<file path="config.mk">
export PLATFORM = sky130hd
export DESIGN_NAME = if_stage
export DESIGN_NICKNAME = d
export VERILOG_FILES = /design/src/rtl/riscv_pkg.sv /design/src/rtl/if_fifo.sv /design/src/rtl/if_stage.sv
export SDC_FILE = /design/constraint.sdc
export NUM_CORES = 1
export LEC_CHECK = 0
export BUFFER_PORTS_ARGS = -buffer_cell sky130_fd_sc_hd__buf_2
export CAP_MARGIN = 30
export CORE_UTILIZATION = 50
export CTS_CLUSTER_SIZE = 24
export DETAILED_ROUTE_END_ITERATION = 8
export PLACE_DENSITY = 0.77
export SLEW_MARGIN = 40
export SYNTH_ARGS = -nofsm -noshare
export SYNTH_HDL_FRONTEND = slang
export SYNTH_SLANG_ARGS = --single-unit
</file>
<file path="constraint.sdc">
create_clock -name clk -period 3.4 [get_ports clk]
set_clock_uncertainty 0.2 [all_clocks]
set_input_delay 0.68 -clock clk [delete_from_list [all_inputs] [get_ports clk]]
set_output_delay 0.68 -clock clk [all_outputs]
set_load 0.03 [all_outputs]
</file>
<file path="src/rtl/riscv_pkg.sv">
// Shared types and constants for the fetch front end.
// Contents: XLEN, NOP encoding, default reset PC, IF state enum, fetch-buffer entry.
package riscv_pkg;

    localparam int unsigned     XLEN             = 32;
    localparam logic [XLEN-1:0] NOP_INSTR        = 32'h0000_0013;
    localparam logic [XLEN-1:0] DEFAULT_RESET_PC = 32'h0000_0000;

    typedef enum logic [0:0] {
        BOOT = 1'b0,
        RUN  = 1'b1
    } if_state_t;

    // One buffered fetch: the word and the PC it was fetched from.
    typedef struct packed {
        logic [XLEN-1:0] pc;
        logic [XLEN-1:0] instr;
    } fetch_entry_t;

endpackage

</file>
<file path="src/rtl/if_fifo.sv">
// Fetch buffer: synchronous FIFO of {pc, instr} entries with flush.
// Ports:
//   clk, rst        clock, asynchronous active-low reset
//   push, push_data write an entry (accepted when not full, or full with a pop)
//   pop             drop the head entry (ignored when empty)
//   flush           empty the FIFO; wins over push/pop
//   head            current head entry (valid when valid=1)
//   valid           FIFO non-empty
//   count           number of stored entries
module if_fifo
    import riscv_pkg::*;
#(
    parameter  int unsigned DEPTH = 2,
    localparam int unsigned CNT_W = $clog2(DEPTH + 1)
) (
    input  logic             clk,
    input  logic             rst,
    input  logic             push,
    input  fetch_entry_t     push_data,
    input  logic             pop,
    input  logic             flush,
    output fetch_entry_t     head,
    output logic             valid,
    output logic [CNT_W-1:0] count
);

    localparam int unsigned PTR_W = (DEPTH > 1) ? $clog2(DEPTH) : 1;

    fetch_entry_t     mem_q [DEPTH];
    logic [PTR_W-1:0] rd_ptr_q;
    logic [PTR_W-1:0] wr_ptr_q;
    logic [CNT_W-1:0] count_q;
    logic             do_push;
    logic             do_pop;

    function automatic logic [PTR_W-1:0] ptr_inc(input logic [PTR_W-1:0] p);
        return (p == PTR_W'(DEPTH - 1)) ? '0 : p + PTR_W'(1);
    endfunction

    // Pop needs data; push needs a free slot, which a same-cycle pop provides.
    assign do_pop  = pop & (count_q != '0);
    assign do_push = push & ((count_q != CNT_W'(DEPTH)) | do_pop);

    // Storage and pointer update
    always_ff @(posedge clk or negedge rst) begin
        if (!rst) begin
            rd_ptr_q <= '0;
            wr_ptr_q <= '0;
            count_q  <= '0;
            for (int i = 0; i < int'(DEPTH); i++) begin
                mem_q[i] <= '0;
            end
        end else if (flush) begin
            rd_ptr_q <= '0;
            wr_ptr_q <= '0;
            count_q  <= '0;
        end else begin
            if (do_push) begin
                mem_q[wr_ptr_q] <= push_data;
                wr_ptr_q        <= ptr_inc(wr_ptr_q);
            end
            if (do_pop) begin
                rd_ptr_q <= ptr_inc(rd_ptr_q);
            end
            count_q <= count_q + CNT_W'(do_push) - CNT_W'(do_pop);
        end
    end

    assign head  = mem_q[rd_ptr_q];
    assign valid = (count_q != '0);
    assign count = count_q;

endmodule

</file>
<file path="src/rtl/if_stage.sv">
// Instruction-fetch stage: owns the PC, issues credit-limited in-order fetches,
// buffers returned words with their PC and hands {instruction, pc} to ID.
// Redirects flush buffered words and drop responses still in flight.
// Optional macro IF_MISALIGN_TRAP_EN: misaligned redirect targets produce one
// faulting NOP entry (if_fault=1) and stall fetch until the next redirect;
// without it, target[1:0] is forced to zero.
// Ports:
//   clk, rst                        clock, asynchronous active-low reset
//   imem_req_valid/ready/addr       fetch request handshake
//   imem_rsp_valid/data             in-order fetch response
//   redirect_valid/target           EX redirect, highest priority
//   id_ready                        ID consumes the head this cycle
//   if_valid, instruction, pc_out,  head entry presented to ID
//   pc_plus4
//   if_fault                        (IF_MISALIGN_TRAP_EN only) head is a misaligned-target trap
module if_stage
    import riscv_pkg::*;
#(
    parameter logic [XLEN-1:0] RESET_PC   = DEFAULT_RESET_PC,
    parameter int unsigned     FIFO_DEPTH = 2
) (
    input  logic            clk,
    input  logic            rst,
    output logic            imem_req_valid,
    input  logic            imem_req_ready,
    output logic [XLEN-1:0] imem_req_addr,
    input  logic            imem_rsp_valid,
    input  logic [XLEN-1:0] imem_rsp_data,
    input  logic            redirect_valid,
    input  logic [XLEN-1:0] redirect_target,
    input  logic            id_ready,
    output logic            if_valid,
    output logic [XLEN-1:0] instruction,
    output logic [XLEN-1:0] pc_out,
`ifdef IF_MISALIGN_TRAP_EN
    output logic            if_fault,
`endif
    output logic [XLEN-1:0] pc_plus4
);

    localparam int unsigned CNT_W = $clog2(FIFO_DEPTH + 1);
    localparam int unsigned SUM_W = CNT_W + 1;

    if_state_t        state_q, state_d;
    logic [XLEN-1:0]  pc_q, pc_d;
    logic [XLEN-1:0]  rsp_pc_q, rsp_pc_d;   // PC of the next response that will be kept
    logic [CNT_W-1:0] inflight_q, inflight_d;
    logic [CNT_W-1:0] drop_q, drop_d;
    logic [CNT_W-1:0] fifo_count;
    logic [XLEN-1:0]  target;
    logic             credit_ok;
    logic             req_hs;
    logic             fifo_push;
    logic             fifo_pop;
    logic             fifo_flush;
    logic             fault_q;              // fetch stalled on a misaligned target
    logic             fault_pend_q;         // trap entry still to be written
    fetch_entry_t     push_entry;
    fetch_entry_t     head;

`ifdef IF_MISALIGN_TRAP_EN
    logic fault_d, fault_pend_d;
    logic redirect_bad;

    assign target       = redirect_target;
    assign redirect_bad = (redirect_target[1:0] != 2'b00);

    // Trap state: a misaligned redirect arms one NOP entry and stalls fetch.
    always_comb begin
        fault_d      = fault_q;
        fault_pend_d = 1'b0;
        if (redirect_valid) begin
            fault_d      = redirect_bad;
            fault_pend_d = redirect_bad;
        end
    end

    always_ff @(posedge clk or negedge rst) begin
        if (!rst) begin
            fault_q      <= 1'b0;
            fault_pend_q <= 1'b0;
        end else begin
            fault_q      <= fault_d;
            fault_pend_q <= fault_pend_d;
        end
    end

    assign if_fault = if_valid & fault_q;
`else
    assign target       = redirect_target & ~XLEN'(3);
    assign fault_q      = 1'b0;
    assign fault_pend_q = 1'b0;
`endif

    // Credit counts both words in flight and words already buffered.
    assign credit_ok      = (SUM_W'(inflight_q) + SUM_W'(fifo_count)) < SUM_W'(FIFO_DEPTH);
    assign imem_req_valid = (state_q == RUN) & ~redirect_valid & ~fault_q & credit_ok;
    assign imem_req_addr  = pc_q;
    assign req_hs         = imem_req_valid & imem_req_ready;
    assign fifo_pop       = if_valid & id_ready;

    // Next-state: FSM, PC, in-flight/drop accounting and FIFO push selection
    always_comb begin
        state_d    = state_q;
        pc_d       = pc_q;
        rsp_pc_d   = rsp_pc_q;
        drop_d     = drop_q;
        fifo_push  = 1'b0;
        fifo_flush = 1'b0;
        push_entry = '{pc: rsp_pc_q, instr: imem_rsp_data};
        inflight_d = inflight_q + CNT_W'(req_hs) - CNT_W'(imem_rsp_valid);

        if (state_q == BOOT) begin
            state_d = RUN;
        end

        if (redirect_valid) begin
            // Everything still outstanding is stale, including a word arriving now.
            pc_d       = target;
            rsp_pc_d   = target;
            fifo_flush = 1'b1;
            drop_d     = inflight_q - CNT_W'(imem_rsp_valid);
        end else begin
            if (req_hs) begin
                pc_d = pc_q + 32'd4;
            end
            if (imem_rsp_valid) begin
                if (drop_q != '0) begin
                    drop_d = drop_q - CNT_W'(1);
                end else begin
                    fifo_push = 1'b1;
                    rsp_pc_d  = rsp_pc_q + 32'd4;
                end
            end
            // Any response in this cycle is covered by drop_q, so no push conflict.
            if (fault_pend_q) begin
                fifo_push  = 1'b1;
                push_entry = '{pc: pc_q, instr: NOP_INSTR};
            end
        end
    end

    // State registers
    always_ff @(posedge clk or negedge rst) begin
        if (!rst) begin
            state_q    <= BOOT;
            pc_q       <= RESET_PC;
            rsp_pc_q   <= RESET_PC;
            inflight_q <= '0;
            drop_q     <= '0;
        end else begin
            state_q    <= state_d;
            pc_q       <= pc_d;
            rsp_pc_q   <= rsp_pc_d;
            inflight_q <= inflight_d;
            drop_q     <= drop_d;
        end
    end

    if_fifo #(
        .DEPTH (FIFO_DEPTH)
    ) u_fifo (
        .clk       (clk),
        .rst       (rst),
        .push      (fifo_push),
        .push_data (push_entry),
        .pop       (fifo_pop),
        .flush     (fifo_flush),
        .head      (head),
        .valid     (if_valid),
        .count     (fifo_count)
    );

    assign instruction = head.instr;
    assign pc_out      = head.pc;
    assign pc_plus4    = head.pc + 32'd4;

endmodule

</file>
Word level (Yosys, flattened, before mapping)
Cells that the tools add are included.
Storage, ports and cells
  bits in registers: 201
  bits in latches: 0
  RAM bits: 0
  memory bits (read-only): 0
  memories: 0
Operators by class
  add/sub/neg operators: 12
  multiply operators: 0
  div/mod/pow operators: 0
  $lt $le $gt $ge: 4
  eq/ne operators: 2
  shift operators: 0
  mux-type cells: 25
  bitwise logic cells: 11
  reductions and logical operators: 11
Operators by type and width (count)
  64-bit two-way mux: 4
  32-bit two-way mux: 5
  128-bit bitwise mux: 1
  32-bit by 3-bit adder with 32-bit output, second input constant: 3
  64-bit demux with 1-bit select: 1
  2-bit nonzero test: 7
  1-bit two-way mux: 10
  2-bit two-way mux: 4
  1-bit AND: 6
  2-bit AND reduction: 3
  2-bit by 1-bit subtractor with 2-bit output: 3
  2-bit by 1-bit adder with 2-bit output: 2
  2-bit greater-or-equal comparator, second input constant: 2
  2-bit != test, second input constant: 2
  1-bit inverter with 2-bit output: 2
  2-bit by 2-bit adder with 3-bit output: 1
  3-bit by 2-bit less-than comparator with 1-bit output, second input constant: 1
  1-bit adder, second input constant: 2
  2-bit by 1-bit less-than comparator with 1-bit output, second input constant: 1
  1-bit inverter: 2
  2-bit by 1-bit subtractor with 2-bit output, second input constant: 1
  1-bit logical AND: 1
  1-bit OR: 1

Longest topological paths before layout
  depth after elaboration: 8
  mapped depth: 12
  depth with buffers taken out: 11

Hierarchy
From an unflattened synthesis, not the netlist that was laid out.
Unflattened totals
  cells, all modules: 885
  area total of the unflattened synthesis: 10581.4 um^2
Modules (own cells, without submodules)
  if_fifo: times used 1, cells an instance 364, area an instance 5975.7 um^2
  if_stage: times used 1, cells an instance 521, area an instance 4605.7 um^2

Worst setup path before layout
Ideal clock, no wire load.
  path kind: register to output
  start: register u_fifo.rd_ptr_q
  end: output port pc_plus4[26]
  data arrival time: 3568 ps
  data required time: 2520 ps
  path slack: -1048 ps
  cell stages (with the launch flop): 13
  path through: dfrtp_1 buf_4 buf_6 buf_2 buf_1 buf_2 mux2i_1 inv_1 ha_1 a21boi_1 nand4_2 nor3_1 xnor2_1
Between the ends
  word-level cells in the longest chain between the ends: 5
Ends and longest elaborated chain
  start: declaration: RTL line if_fifo.sv:30  | logic [PTR_W-1:0] rd_ptr_q;
  start signal: assignment: RTL line if_fifo.sv:63  | rd_ptr_q <= ptr_inc(rd_ptr_q);
  1-bit inverter with 2-bit output (implied by the code): RTL line if_fifo.sv:69  | assign head = mem_q[rd_ptr_q];
  64-bit two-way mux (implied by the code) (3 in series): RTL line if_fifo.sv:69
  named net pc_out[2]: RTL line if_stage.sv:34  | output logic [XLEN-1:0] pc_out,
  32-bit by 3-bit adder with 32-bit output: RTL line if_stage.sv:176  | assign pc_plus4 = head.pc + 32'd4;
  end: declaration: RTL line if_stage.sv:38  | output logic [XLEN-1:0] pc_plus4
The timed path passes the listed nets, and every way through them passes these cells. The select of a mux whose other input is x is not followed.

Worst setup path in the final report
  start: register u_fifo.rd_ptr_q
  end: output port pc_plus4[30]
Between the ends
  word-level cells in the longest chain between the ends: 5
Ends and longest elaborated chain (RTL line)
  1-bit inverter with 2-bit output (implied by the code): if_fifo.sv:69
  64-bit two-way mux (implied by the code) (3 in series): if_fifo.sv:69
  32-bit by 3-bit adder with 32-bit output: if_stage.sv:176
Every way passes these cells. The select of a mux whose other input is x is not followed.

==> impl_metrics.py <==
metrics = {
    "cells_and_area": {
        "multi_input_area_mm2": 0.00506,
        "post-route-util": 0.633,
        "final_area_mm2": 0.0123,
        "seq_area_mm2": 0.00483,
        "fillers": 1523,
        "n_antenna_cell": 0,
        "drive_gt1_frac": 0.455,
        "stdcell_count": 1356,
        "nets": 1158,
        "area_growth_pct": 24.1,
    },
    "outcome": {
        "violations": "negative setup slack",
        "status": "finished with violations",
    },
    "yosys": {
        "yosysSeqAreaShare": 0.487,
        "synthTopCellsByCount": "dfrtp_1, mux2_2, nand2_1, nand3_1, o21ai_0",
        "yosys.cell_types.count": 54,
        "netlist_instances": 866,
        "yosysMostFrequentCell": "dfrtp_1",
        "synth-simple-area-share": 0.126,
        "synth_xor_xnor_area_share": 0.0591,
        "async_flop_share": 1.00,
        "yosysTopAreaCellShare": 0.487,
        "yosys_warnings": 0,
        "synth_fa_ha_area_frac": 0.0134,
        "syn_area_mm2": 0.00992,
        "synth.avg_cell_area_um2": 11.5,
        "synth-compound-area-share": 0.0591,
        "synth_top_family_by_area": "multiplexers",
        "yosysTopAreaCell": "dfrtp_1",
        "muxShareOfSynthArea": 0.220,
        "synth.area.top_cells": "dfrtp_1, mux2_2, xor2_1",
        "synth-edff-count": 0,
        "synth-main-ff-cell": "dfrtp_1",
        "ys_ff_latch": 193,
    },
    "placement": {
        "hpwl_um": 16500,
        "io_buffers": 191,
        "place.gp.congestion": 0.865,
        "dp_cells": 1310,
        "placed_area_mm2": 0.0114,
    },
    "global_routing": {
        "grt-ovfl-total": 0,
        "antenna_found_initial": 0,
        "track_usage": 0.236,
        "grt_first_pass_wirelength_um": 37300,
        "grt_pass1_vias": 7132,
        "grt_max_degree": 92,
    },
    "routing": {
        "via_count": 7493,
        "drt-initial-drc-count": 383,
        "viasPerCell": 5.53,
        "wl_per_cell_um": 17.4,
        "dr.pass1.iters": 5,
        "drc": 0,
        "top_layer": "met4",
        "detail-route-antenna-nets": 0,
        "wl_met3_um": 1400,
        "drt_wl_total_um": 23500,
        "drt-met1-wl_um": 10800,
        "met2WireLength_um": 10900,
    },
    "timing": {
        "fin_ws_ps": -64.2,
        "period_share": 1.02,
        "setup_tns_ps": -219,
        "slew_viol_final": 0,
        "rsz0062_at_grt": "true",
        "setup_viol": 9,
        "min_period_ps": 3460,
        "finalHoldViolCount": 0,
        "fmax_mhz": 289,
        "tightest_slew_ps": 777,
        "relSlewSlack": 0.480,
        "holdWs_ps": 102,
    },
    "floorplan": {
        "die_x_um": 143,
        "dieHeight_um": 143,
        "coreArea_mm2": 0.0195,
        "initial_core_util": 0.510,
        "ioPinCount": 200,
        "rows": 51,
        "die_area_mm2": 0.0204,
    },
    "setup_path": {
        "crit_path_end_kind": "primary output",
        "crit_fanout": 7,
        "worstPathArrival_ps": 2580,
        "path_class": "reg2out",
        "crit_required_ps": 2520,
        "start_kind": "flop",
    },
    "clock_network": {
        "clock-root-buffer": "clkbuf_16",
        "cts_tree": "yes",
        "htree_levels": 4,
        "cts.sinks": 193,
        "cts_buffers": 17,
        "path_clk_slew_ps": 70,
        "clockBufferDepth": 2,
        "clock_latency_ps": 430,
    },
    "power": {
        "power_density_mw_per_mm2": 873,
        "power.leakage_nw": 5.68,
        "vdd_ir_drop_max_mv": 0.428,
    },
    "min_path": {
        "hold_path_class": "in2async",
    },
    "run": {
        "maxCapViolCount": 0,
    },
}
==> per-layer routing <==
metal,up-vias,global-route usage
li1,3518,-
met3,25,0.0436
met5,-,0
met2,248,0.368
met4,0,0.0713
met1,3702,0.336
==> final cells by class <==
class,count,share of cell area
flip-flops and latches,193,0.393
repair buffers,231,0.116
inverters,26,0.00813
multi-input cells,609,0.411
well taps,265,0.0269
clock inverters,15,0.0114
clock buffers,17,0.0346
==> per-stage QoR <==
stage | total power, mW | worst slack [ps]
2_1_floorplan | 7.22 | -41.8
3_3_place_gp | 8.43 | 165
3_5_place_dp | 8.57 | 168
4_1_cts | 10.7 | -74.9
5_1_grt | 11.3 | -180
6_report | 10.7 | -64.2
==> cell families (layout without fill, tap and decap cells) <==
kind of cell             after synthesis  in the layout
AO/OA/AOI/OAI                         92             92
XOR/XNOR                              67             67
buffers and inverters                 69            289
AND/OR/NAND/NOR                      238            238
other                                  2              7
adder cells (fa/ha/maj)               10             10
multiplexers                         195            195
flip-flops                           193            193
==> where the power goes <==
part / total (mW) / internal, mW / switching, mW / leakage, nW
Sequential: 3.61 / 3.03 / 0.575 / 2.42
Clock: 1.93 / 0.975 / 0.957 / 0.277
Combinational: 5.21 / 2.10 / 3.11 / 2.99
Total: 10.7 / 6.11 / 4.64 / 5.68
==> flip-flops by register name (all words and copies together), names as in the netlist <==
name	cells
u_fifo.rd_ptr_q	1
u_fifo.wr_ptr_q	1
imem_req_addr	30
drop_q	2
inflight_q	2
u_fifo.count	2
u_fifo.mem_q	124
state_q	1
rsp_pc_q	30
==> repair_timing <==
item | CTS | global route
pin swaps | 11 | 14
hold buffers | 0 | 0
buffers inserted | 11 | 4
setup endpoints to repair | 17 | 20
gates resized for setup | 30 | 35
==> critical path: stages, from the launching register on <==
cell	delay, ps
dfrtp_4	500
buf_12	160
buf_6	130
mux2i_2	170
a211o_1	350
buf_4	180
nor4_4	320
xor2_2	180
buf_6	150
==> worst paths after layout <==
| path | start | endpoint | slack (ps) | cells after the start |
|---|---|---|---|---|
| setup reg to reg | u_fifo.count[0]$_DFF_PN0_ | inflight_q[1]$_DFF_PN0_ | 410 | 11 |
| hold / removal | rst | u_fifo.mem_q[79]$_DFFE_PN0P_ | 100 | 1 |
| setup / recovery | u_fifo.rd_ptr_q$_DFFE_PN0P_ | pc_plus4[30] | -60 | 8 |
| max in group asynchronous | rst | rsp_pc_q[28]$_DFFE_PN0P_ | 2150 | 2 |
| hold reg to reg | u_fifo.mem_q[94]$_DFFE_PN0P_ | u_fifo.mem_q[94]$_DFFE_PN0P_ | 300 | 1 |
| min in group clk | redirect_target[19] | rsp_pc_q[19]$_DFFE_PN0P_ | 280 | 3 |
==> cell usage in the layout (no fill, tap or decap), drive strengths merged, types with 19 or more instances in the layout <==
cell / count
buf: 229
clkbuf: 19
dfrtp: 193
inv: 36
mux2: 183
nand2: 78
nand3: 47
nand4: 25
nor2: 25
o21ai: 36
xnor2: 33
xor2: 34
Power figures use the tool's default switching activity.
